## config.mk

```make
export PLATFORM = sky130hd
export DESIGN_NAME = uart_tx_port_flat
export DESIGN_NICKNAME = d
export VERILOG_FILES = /design/src/rtl/uart_pkg.sv /design/src/rtl/uart_tx_port_if.sv /design/src/rtl/tx_fifo.sv /design/src/rtl/uart_tx_port.sv /design/src/flat_wrapper.sv
export SDC_FILE = /design/constraint.sdc
export NUM_CORES = 1
export LEC_CHECK = 0
export ABC_CLOCK_PERIOD_IN_PS = 2400
export BUFFER_PORTS_ARGS = -buffer_cell sky130_fd_sc_hd__buf_4
export CORE_MARGIN = 2
export CORE_UTILIZATION = 49
export DETAILED_ROUTE_END_ITERATION = 16
export PLACE_DENSITY_LB_ADDON = 0.3
export SLEW_MARGIN = 5
export SYNTH_ARGS = -nofsm -noshare
export SYNTH_HDL_FRONTEND = slang
export SYNTH_SLANG_ARGS = --single-unit
```

## constraint.sdc

```tcl
create_clock -name clk -period 2.4 [get_ports clk]
set_clock_uncertainty 0.1 [all_clocks]
set_input_delay 0.24 -clock clk [delete_from_list [all_inputs] [get_ports clk]]
set_output_delay 0.24 -clock clk [all_outputs]
set_load 0.05 [all_outputs]
```

## src/rtl/uart_pkg.sv

```systemverilog
// Shared definitions for the UART transmit port: FSM state encoding,
// status-word bit positions and a helper that packs the status flags.
package uart_pkg;

   // Transmit FSM states, one per segment of an 8N1 frame plus idle.
   typedef enum logic [1:0] {
      ST_IDLE  = 2'd0,
      ST_START = 2'd1,
      ST_DATA  = 2'd2,
      ST_STOP  = 2'd3
   } tx_state_e;

   // Bit positions inside the CPU-readable status word.
   localparam int STATUS_BUSY_BIT = 0;
   localparam int STATUS_FULL_BIT = 1;
   localparam int STATUS_OVF_BIT  = 2;

   // Index of the last data bit of a frame (eight data bits, LSB first).
   localparam logic [2:0] LAST_DATA_BIT = 3'd7;

   // Places the three flags at their status-word positions.
   function automatic logic [2:0] pack_status(input logic busy,
                                              input logic full,
                                              input logic ovf);
      logic [2:0] s;
      s                  = 3'b000;
      s[STATUS_BUSY_BIT] = busy;
      s[STATUS_FULL_BIT] = full;
      s[STATUS_OVF_BIT]  = ovf;
      return s;
   endfunction

endpackage

```

## src/rtl/uart_tx_port_if.sv

```systemverilog
// CPU-side bus of the UART transmit port: store strobe/data in, serial
// line and status flags out.
interface uart_tx_port_if #(
   parameter int WORD_LENGTH = 32
) ();

   logic                   enableUART;
   logic [WORD_LENGTH-1:0] UART;
   logic                   tx;
   logic                   busy;
   logic                   fifo_full;
   logic                   overflow;
   logic [WORD_LENGTH-1:0] status;

   // CPU / bench side.
   modport master (
      output enableUART,
      output UART,
      input  tx,
      input  busy,
      input  fifo_full,
      input  overflow,
      input  status
   );

   // UART side.
   modport slave (
      input  enableUART,
      input  UART,
      output tx,
      output busy,
      output fifo_full,
      output overflow,
      output status
   );

endinterface

```

## src/rtl/tx_fifo.sv

```systemverilog
// Byte FIFO feeding the UART transmitter. A push into a full FIFO is only
// taken when a pop happens on the same edge; pointers wrap naturally
// because DEPTH is a power of two.
module tx_fifo #(
   parameter int DEPTH = 4,
   parameter int WIDTH = 8
) (
   input  logic             clk,
   input  logic             reset,
   input  logic             i_push,
   input  logic             i_pop,
   input  logic [WIDTH-1:0] i_data,
   output logic [WIDTH-1:0] o_data,
   output logic             o_full,
   output logic             o_empty
);

   localparam int AW = (DEPTH > 1) ? $clog2(DEPTH) : 1;
   localparam int CW = AW + 1;

   logic [WIDTH-1:0] r_mem [DEPTH];
   logic [AW-1:0]    r_wr_ptr;
   logic [AW-1:0]    r_rd_ptr;
   logic [CW-1:0]    r_count;
   logic             w_do_pop;
   logic             w_do_push;

   assign o_full    = (r_count == CW'(DEPTH));
   assign o_empty   = (r_count == {CW{1'b0}});
   assign w_do_pop  = i_pop && !o_empty;
   assign w_do_push = i_push && (!o_full || w_do_pop);
   assign o_data    = r_mem[r_rd_ptr];

   // Storage array; contents are only observed while the count says valid.
   always_ff @(posedge clk) begin
      if (w_do_push && reset) begin
         r_mem[r_wr_ptr] <= i_data;
      end
   end

   // Pointers and occupancy; simultaneous push and pop keeps the count.
   always_ff @(posedge clk) begin
      if (!reset) begin
         r_wr_ptr <= {AW{1'b0}};
         r_rd_ptr <= {AW{1'b0}};
         r_count  <= {CW{1'b0}};
      end else begin
         if (w_do_push) begin
            r_wr_ptr <= r_wr_ptr + AW'(1);
         end
         if (w_do_pop) begin
            r_rd_ptr <= r_rd_ptr + AW'(1);
         end
         case ({w_do_push, w_do_pop})
            2'b10:   r_count <= r_count + CW'(1);
            2'b01:   r_count <= r_count - CW'(1);
            default: r_count <= r_count;
         endcase
      end
   end

endmodule

```

## src/rtl/uart_tx_port.sv

```systemverilog
// Memory-mapped UART transmitter: CPU stores are queued in tx_fifo and sent
// as 8N1 frames. Back-to-back frames pop at the STOP edge so the line never
// idles between queued bytes.
module uart_tx_port
   import uart_pkg::*;
#(
   parameter int WORD_LENGTH  = 32,
   parameter int CLKS_PER_BIT = 434,
   parameter int FIFO_DEPTH   = 4
) (
   input logic            clk,
   input logic            reset,
   uart_tx_port_if.slave  bus
);

   localparam int BW = $clog2(CLKS_PER_BIT);
   localparam logic [BW-1:0] BAUD_LAST = BW'(CLKS_PER_BIT - 1);

   tx_state_e     r_state;
   tx_state_e     w_state_next;
   logic [BW-1:0] r_baud;
   logic [BW-1:0] w_baud_next;
   logic [2:0]    r_bit;
   logic [2:0]    w_bit_next;
   logic [7:0]    r_shift;
   logic [7:0]    w_shift_next;
   logic          r_tx;
   logic          w_tx_next;
   logic          r_overflow;
   logic          w_baud_end;
   logic          w_pop;
   logic          w_drop;
   logic [7:0]    w_fifo_data;
   logic          w_full;
   logic          w_empty;
   logic          w_busy;

   tx_fifo #(
      .DEPTH (FIFO_DEPTH),
      .WIDTH (8)
   ) u_fifo (
      .clk     (clk),
      .reset   (reset),
      .i_push  (bus.enableUART),
      .i_pop   (w_pop),
      .i_data  (bus.UART[7:0]),
      .o_data  (w_fifo_data),
      .o_full  (w_full),
      .o_empty (w_empty)
   );

   assign w_baud_end = (r_baud == BAUD_LAST);
   assign w_drop     = bus.enableUART && w_full && !w_pop;
   assign w_busy     = (r_state != ST_IDLE) || !w_empty;

   // Next-state, baud/bit counters, shifter and the next line level.
   always_comb begin
      w_state_next = r_state;
      w_baud_next  = r_baud;
      w_bit_next   = r_bit;
      w_shift_next = r_shift;
      w_pop        = 1'b0;
      w_tx_next    = 1'b1;
      case (r_state)
         ST_IDLE: begin
            if (!w_empty) begin
               w_pop        = 1'b1;
               w_shift_next = w_fifo_data;
               w_baud_next  = {BW{1'b0}};
               w_state_next = ST_START;
            end else begin
               w_state_next = ST_IDLE;
            end
         end
         ST_START: begin
            if (w_baud_end) begin
               w_baud_next  = {BW{1'b0}};
               w_bit_next   = 3'd0;
               w_state_next = ST_DATA;
            end else begin
               w_baud_next  = r_baud + BW'(1);
            end
         end
         ST_DATA: begin
            if (w_baud_end) begin
               w_baud_next = {BW{1'b0}};
               if (r_bit == LAST_DATA_BIT) begin
                  w_state_next = ST_STOP;
               end else begin
                  w_bit_next   = r_bit + 3'd1;
                  w_shift_next = {1'b0, r_shift[7:1]};
               end
            end else begin
               w_baud_next = r_baud + BW'(1);
            end
         end
         ST_STOP: begin
            if (w_baud_end) begin
               w_baud_next = {BW{1'b0}};
               if (!w_empty) begin
                  // Reload straight into START: no idle gap between frames.
                  w_pop        = 1'b1;
                  w_shift_next = w_fifo_data;
                  w_state_next = ST_START;
               end else begin
                  w_state_next = ST_IDLE;
               end
            end else begin
               w_baud_next = r_baud + BW'(1);
            end
         end
         default: begin
            w_state_next = ST_IDLE;
            w_baud_next  = {BW{1'b0}};
            w_bit_next   = 3'd0;
         end
      endcase

      // Line level that belongs to the state being entered.
      case (w_state_next)
         ST_START: w_tx_next = 1'b0;
         ST_DATA:  w_tx_next = w_shift_next[0];
         default:  w_tx_next = 1'b1;
      endcase
   end

   // FSM, counters, shifter, registered line and sticky overflow.
   always_ff @(posedge clk) begin
      if (!reset) begin
         r_state    <= ST_IDLE;
         r_baud     <= {BW{1'b0}};
         r_bit      <= 3'd0;
         r_shift    <= 8'h00;
         r_tx       <= 1'b1;
         r_overflow <= 1'b0;
      end else begin
         r_state    <= w_state_next;
         r_baud     <= w_baud_next;
         r_bit      <= w_bit_next;
         r_shift    <= w_shift_next;
         r_tx       <= w_tx_next;
         r_overflow <= r_overflow | w_drop;
      end
   end

   assign bus.tx        = r_tx;
   assign bus.busy      = w_busy;
   assign bus.fifo_full = w_full;
   assign bus.overflow  = r_overflow;
   assign bus.status    = {{(WORD_LENGTH-3){1'b0}},
                           pack_status(w_busy, w_full, r_overflow)};

endmodule

```

## src/flat_wrapper.sv

```systemverilog
// flat-port wrapper written by rule: the top's interface ports become plain ports
module uart_tx_port_flat import uart_pkg::*;
#(
   parameter int WORD_LENGTH  = 32,
   parameter int CLKS_PER_BIT = 434,
   parameter int FIFO_DEPTH   = 4
)
  (clk, reset, bus_enableUART, bus_UART, bus_tx, bus_busy, bus_fifo_full, bus_overflow, bus_status);
  uart_tx_port_if #(.WORD_LENGTH(WORD_LENGTH)) bus_i ();
  input logic clk;
  input logic reset;
  input wire logic [$bits(bus_i.enableUART)-1:0] bus_enableUART;
  input wire logic [$bits(bus_i.UART)-1:0] bus_UART;
  output wire logic [$bits(bus_i.tx)-1:0] bus_tx;
  output wire logic [$bits(bus_i.busy)-1:0] bus_busy;
  output wire logic [$bits(bus_i.fifo_full)-1:0] bus_fifo_full;
  output wire logic [$bits(bus_i.overflow)-1:0] bus_overflow;
  output wire logic [$bits(bus_i.status)-1:0] bus_status;
  assign bus_i.enableUART = bus_enableUART;
  assign bus_i.UART = bus_UART;
  assign bus_tx = bus_i.tx;
  assign bus_busy = bus_i.busy;
  assign bus_fifo_full = bus_i.fifo_full;
  assign bus_overflow = bus_i.overflow;
  assign bus_status = bus_i.status;
  uart_tx_port #(.WORD_LENGTH(WORD_LENGTH), .CLKS_PER_BIT(CLKS_PER_BIT), .FIFO_DEPTH(FIFO_DEPTH)) u_core (.clk(clk), .reset(reset), .bus(bus_i));
endmodule
```

After elaboration in Yosys (flattened, before gate mapping)

Memories as Yosys holds them, arrays and structs flattened. A register that Yosys moved wholly into a read port is not among the register bits.
Cells that the tools add are included.

Reduce and logical (&&, ||, !) cells: 19
Multiplexer cells: 27
Bitwise logic cells: 1
Equality and inequality tests: 15
$add $sub $neg: 6

Operators by type and width:

| cell                                                  | number |
|---|---|
| 2-to-1 mux 8 bit                                      | 4 |
| one-hot mux 8 bit (3 select lines)                    | 1 |
| 2-to-1 mux 9 bit                                      | 2 |
| one-hot mux 9 bit (2 select lines)                    | 1 |
| 2-to-1 mux 2 bit                                      | 6 |
| one-hot mux 3 bit (2 select lines)                    | 2 |
| adder 9 x 1 -> 9 bit, second input constant           | 1 |
| == test 9 bit, second input constant                  | 1 |
| 2-to-1 mux 3 bit                                      | 3 |
| == test 2 bit, second input constant                  | 4 |
| one-hot mux 2 bit (4 select lines)                    | 1 |
| AND reduction 4 bit                                   | 2 |
| adder 3 x 1 -> 3 bit, second input constant           | 2 |
| == test 2 x 1 -> 1 bit, second input constant         | 3 |
| == test 3 bit, second input constant                  | 2 |
| inequality test 2 x 1 -> 1 bit, second input constant | 3 |
| nonzero test 2 bit                                    | 3 |
| logical AND 1 bit                                     | 5 |
| 2-to-1 mux 1 bit                                      | 5 |
| adder 2 x 1 -> 2 bit, second input constant           | 2 |
| inequality test 2 bit, second input constant          | 2 |
| one-hot mux 1 bit (2 select lines)                    | 2 |
| zero test 1 bit                                       | 3 |
| zero test 3 bit                                       | 1 |
| 6 further kinds                                       | 7 |

Word-level logic and storage cells: 79
Input bits: 35
Register bits after elaboration: 31
Memories kept: 1
Memory bits (writable): 32
Output and inout port bits: 36

Memory list:

| name                | depth | width | read ports | clocked after Yosys merged registers in | write ports | RTL line      | source |
|---|---|---|---|---|---|---|---|
| u_core.u_fifo.r_mem | 4     | 8     | 1          | 1                                       | 1           | tx_fifo.sv:21 | `logic [WIDTH-1:0] r_mem [DEPTH];` |

Depth between registers and ports, before layout

Depth in word-level cells: 10
Gate-level depth with buffers: 11
Depth with buffers taken out: 11

By module

From an unflattened synthesis, not the netlist that was laid out.

Cell total of the unflattened synthesis: 288
Area, all modules: 3264.4 um^2

Modules (own cells, without submodules):

| module       | cells each | times used | sequential area each (um^2) | area an instance (um^2) |
|---|---|---|---|---|
| tx_fifo      | 96         | 1          | 1141.1                      | 1644.1 |
| uart_tx_port | 192        | 1          | 480.5                       | 1620.3 |

Worst setup path after synthesis

OpenSTA, ideal clock, no wires.

Kind: register to register
Start: reg u_core.r_baud[0]
End: reg u_core.u_fifo.r_count[2]
Setup time: 0.132 ns
Arrival time: 2.201 ns
Clock period less this slack: 2.433 ns
Required time: 2.168 ns
Path buffers: 0
Stages on the path, launching flop included: 11
Setup slack: -0.033 ns
Path through: dfxtp_1 -> ha_1 -> and4b_2 -> a31oi_2 -> nor3_1 -> nand2_1 -> fa_1 -> nor2_1 -> o21ai_0 -> a32oi_1 -> a21oi_1

Word-level cells in the longest chain between the ends: 8
Elaborated cells on any way between the ends: 10

RTL lines:

| item                                                                     | RTL line            | source |
|---|---|---|
| start, declared                                                          | uart_tx_port.sv:21  | `logic [BW-1:0] r_baud;` |
| start signal, assigned                                                   | uart_tx_port.sv:131 | `r_baud <= {BW{1'b0}};` |
| start signal, assigned                                                   | uart_tx_port.sv:138 | `r_baud <= w_baud_next;` |
| == test 9 bit (*)                                                        | uart_tx_port.sv:52  | `assign w_baud_end = (r_baud == BAUD_LAST);` |
| 2-to-1 mux 1 bit (*)                                                     | uart_tx_port.sv:98  | `if (w_baud_end) begin` |
| one-hot mux 1 bit (2 select lines) (*)                                   | uart_tx_port.sv:64  | `case (r_state)` |
| logical AND 1 bit (*)                                                    | tx_fifo.sv:30       | `assign w_do_pop = i_pop && !o_empty;` |
| logical OR 1 bit                                                         | tx_fifo.sv:31       | `assign w_do_push = i_push && (!o_full \|\| w_do_pop);` |
| logical AND 1 bit                                                        | tx_fifo.sv:31       |  |
| == test 2 x 1 -> 1 bit or == test 2 bit (tied branches)                  | tx_fifo.sv:54       | `case ({w_do_push, w_do_pop})` |
| one-hot mux 3 bit (2 select lines) or nonzero test 2 bit (tied branches) | -                   |  |
| end signal, assigned                                                     | tx_fifo.sv:55       | `2'b10: r_count <= r_count + CW'(1);` |
| end signal, assigned                                                     | tx_fifo.sv:56       | `2'b01: r_count <= r_count - CW'(1);` |
| end signal, assigned                                                     | tx_fifo.sv:57       | `default: r_count <= r_count;` |
| end, declared                                                            | tx_fifo.sv:24       | `logic [CW-1:0] r_count;` |

Every way passes the cells marked *; elsewhere a longest branch is shown, timed or not.
A chain may end at the register's enable or synchronous reset.

Worst setup path after layout

Start: reg u_core.r_baud[1]
End: reg u_core.u_fifo.r_count[2]

Same word-level chain as after synthesis.

==> flow_summary.toml <==
[worst_setup_path]
ff2ff_path_depth = 11
critPathLaunchType = "register"
worst_ep_required_time_ns = 2.52
worstSetupEndpointType = "register"
endpoint = "u_core.u_fifo.r_count[2]$_SDFFE_PN0P_"
startpoint = "u_core.r_baud[1]$_SDFFE_PN0P_"
r2r_start = "u_core.r_baud[1]$_SDFFE_PN0P_"
arrival_ns = 2.42
r2r-end = "u_core.u_fifo.r_count[2]$_SDFFE_PN0P_"
crit_fanout = 3
rrSetupSlack_ns = 0.10
crit_type = "reg -> reg"

[synth]
synth_edf_count = 32
ys_top_cells_by_area = "edfxtp_1 (28%), dfxtp_1 (19%), buf_4 (7.1%)"
async_reset_ff_frac = 0
yosys_warnings = 0
synth_largest_area_cell = "edfxtp_1"
yosys_most_used_dff = "dfxtp_1"
netlist_area_mm2 = 0.00339
synthCells = 322
syn_area_per_cell_um2 = 10.5
yosys-top-cells-count = "dfxtp_1 (33), buf_4 (32), edfxtp_1 (32)"
ys_seq_elements = 65
synth_top_cell_area_share = 0.284
ys_seq_area_frac = 0.479
yosysMostFrequentCell = "dfxtp_1"
synth_cell_type_count = 57

[drt]
via_count = 2435
post_drt_wl_per_cell_um = 14.5
first_pass_iters = 4
drt_first_iter_violations = 128
drt-total-wl_um = 6530
vias_per_cell = 5.42
ant_nets = 0
remaining_drc_errors = 0

[timing]
rsz0062_at_grt = "true"
worst_slack_ns = 0.101
hold_violations = 0
max_slew_margin = 0.549
tightest_slew_ns = 0.673
setup_viol = 0
period_share = 0.958
min_period_ns = 2.30
drv_slew = 0
fmax_mhz = 435

[global_route]
antenna_found_initial = 0
grt_max_degree = 20
grt_pass1_wl_um = 10700
grt_pass1_vias = 2252
track_usage = 0.183
grt.overflow.total = 0

[pwr]
pwr-share-comb = 0.426
switching_power_w = 0.00171
p_leak_nw = 1.49
clkPwrFrac = 0.230
power.internal_w = 0.00251
pwr-share-seq = 0.344
power_w = 0.00421
p_sw_frac = 0.405
cellPowerDensity_mw_per_mm2 = 1080
peakVddDrop_uv = 576

[hold_path]
hp-class = "in -> reg"

[floorplanning]
rows = 30
dieArea_mm2 = 0.00760
start_util = 0.501
die_x_um = 87.2
die_h_um = 87.2
ios = 71
core_mm2 = 0.00676

[place]
dp_cells = 423
place_hpwl_um = 4440
routabilityCongestion = 0.886
io_buffers = 17
place_ws_ns = 0.0537

[clock_network]
cts.clk_slew.worst_paths_ns = 0.08
clockBufferDepth = 2
clock_latency_ns = 0.35
clkSinkCount = 65
htreeDepth = 3
cts_made_buffers = 9
cts_root_buf = "clkbuf_8"
cts_tree = "built"

[layout]
fin_nets = 413
area_delta_synth_final_pct = 15.7
diodes = 0
layout-drive-gt1-share = 0.233
final_cells = 449
fillers = 602

[flow_run]
cap_violations = 0

[outcome]
status = "finished clean"
cells in the final DEF (no fill, tap or decap), types with 2 or more instances in the layout:
cell type      count
a211o_1            2
a211oi_1          14
a21oi_1           25
a311oi_1           2
a31o_2             2
a31oi_1            2
a32oi_1            2
and3_1             4
buf_4             39
clkbuf_8           9
clkinvlp_4         2
conb_1            29
dfxtp_1           30
dfxtp_2            3
dlygate4sd3_1      8
edfxtp_1          32
ha_1              11
inv_1             23
inv_6              3
mux4_2             8
nand2_1           20
nand2b_1           2
nand3_1            7
nand3b_1           3
nand4_1            3
nand4b_1           2
nor2_1            25
nor2_4             2
nor3_1             2
nor3_2             2
nor3b_1            2
o21ai_0           11
o21ai_1            3
o22ai_1            2
or3_1              2
xor2_1             2
logic make-up (layout without fill, tap and decap cells):
kind of cell,count (synthesis),count (layout),synth area share
and+or+nand+nor,84,84,0.130
AOI/OAI and AO/OA,78,78,0.157
buffers and inverters,68,87,0.115
DFF,65,65,0.479
adders and majority gates,14,14,0.0539
muxes,9,9,0.0561
xor gates and xnor gates,3,3,0.00776
other,1,29,0.00111
power groups by stage:
stage / clock (W) / sequential (W) / combinational, W
6_report: 0.000968 / 0.00145 / 0.00180
5_1_grt: 0.00105 / 0.00147 / 0.00197
4_1_cts: 0.000996 / 0.00144 / 0.00175
3_5_place_dp: 0 / 0.00147 / 0.00173
3_3_place_gp: 0 / 0.00146 / 0.00170
2_1_floorplan: 0 / 0.00143 / 0.00142
sequential cells by signal, summed over array words and instances (netlist names), named ones only:
register                cells
u_core.r_state              2
u_core.bus.tx               1
u_core.bus.overflow         1
u_core.u_fifo.r_rd_ptr      2
u_core.u_fifo.r_mem        32
u_core.r_bit                3
u_core.r_baud               9
u_core.r_shift              8
u_core.u_fifo.r_wr_ptr      2
u_core.u_fifo.r_count       3
critical path, stage by stage, from the launching register on:
cell	delay [ns]
dfxtp_2	0.33
inv_2	0.06
ha_4	0.11
and4b_2	0.28
a31oi_4	0.10
nor3_2	0.21
nand2_1	0.10
fa_2	0.41
nor2_4	0.13
o21ai_2	0.07
a32oi_1	0.19
a21oi_1	0.08
how the worst min path moves through the flow:
stage	endpoint	from	cells past startpoint
after global routing	u_core.bus.tx$_SDFF_PN1_	reset	2
after floorplan	u_core.bus.tx$_SDFF_PN1_	reset	1
after CTS	u_core.bus.tx$_SDFF_PN1_	reset	2
after detailed placement	u_core.u_fifo.r_mem[0][2]$_DFFE_PP_	bus_UART[2]	1
after global placement	u_core.u_fifo.r_mem[3][7]$_DFFE_PP_	bus_UART[7]	1
final	u_core.bus.tx$_SDFF_PN1_	reset	2
per-layer routing:
layer,share of wire,track usage
met1,0.47,0.242
met2,0.48,0.287
met3,0.036,0.0455
met4,0.014,0.0755
met5,0,0
repair_timing:
action / in CTS / in global routing
hold endpoints to repair: 32 / 0
endpoints found under the setup margin: 0 / 20
setup buffers: 0 / 2
gates resized for setup: 0 / 13
hold buffers: 8 / 0
final cells by class:
type,count,area (um^2),area share
flip-flops and latches,65,1630,0.415
clock inverters,7,82.6,0.0211
well taps,80,100,0.0255
repair buffers,47,373,0.0951
clock buffers,9,124,0.0316
multi-input cells,217,1530,0.389
inverters,24,90.1,0.0230
stage by stage:
stage	util	cell area [um^2]	hold WS [ns]	TNS, ns
3_5_place_dp	0.529	3580	0.343	0
5_1_grt	0.580	3920	0.0139	-0.0398
4_1_cts	0.572	3860	0.00449	0
6_report	0.580	3920	0.0301	0
2_1_floorplan	-	3500	0.229	0
3_3_place_gp	0.529	3580	0.340	0
No activity file was read; power rests on OpenSTA's default activity.
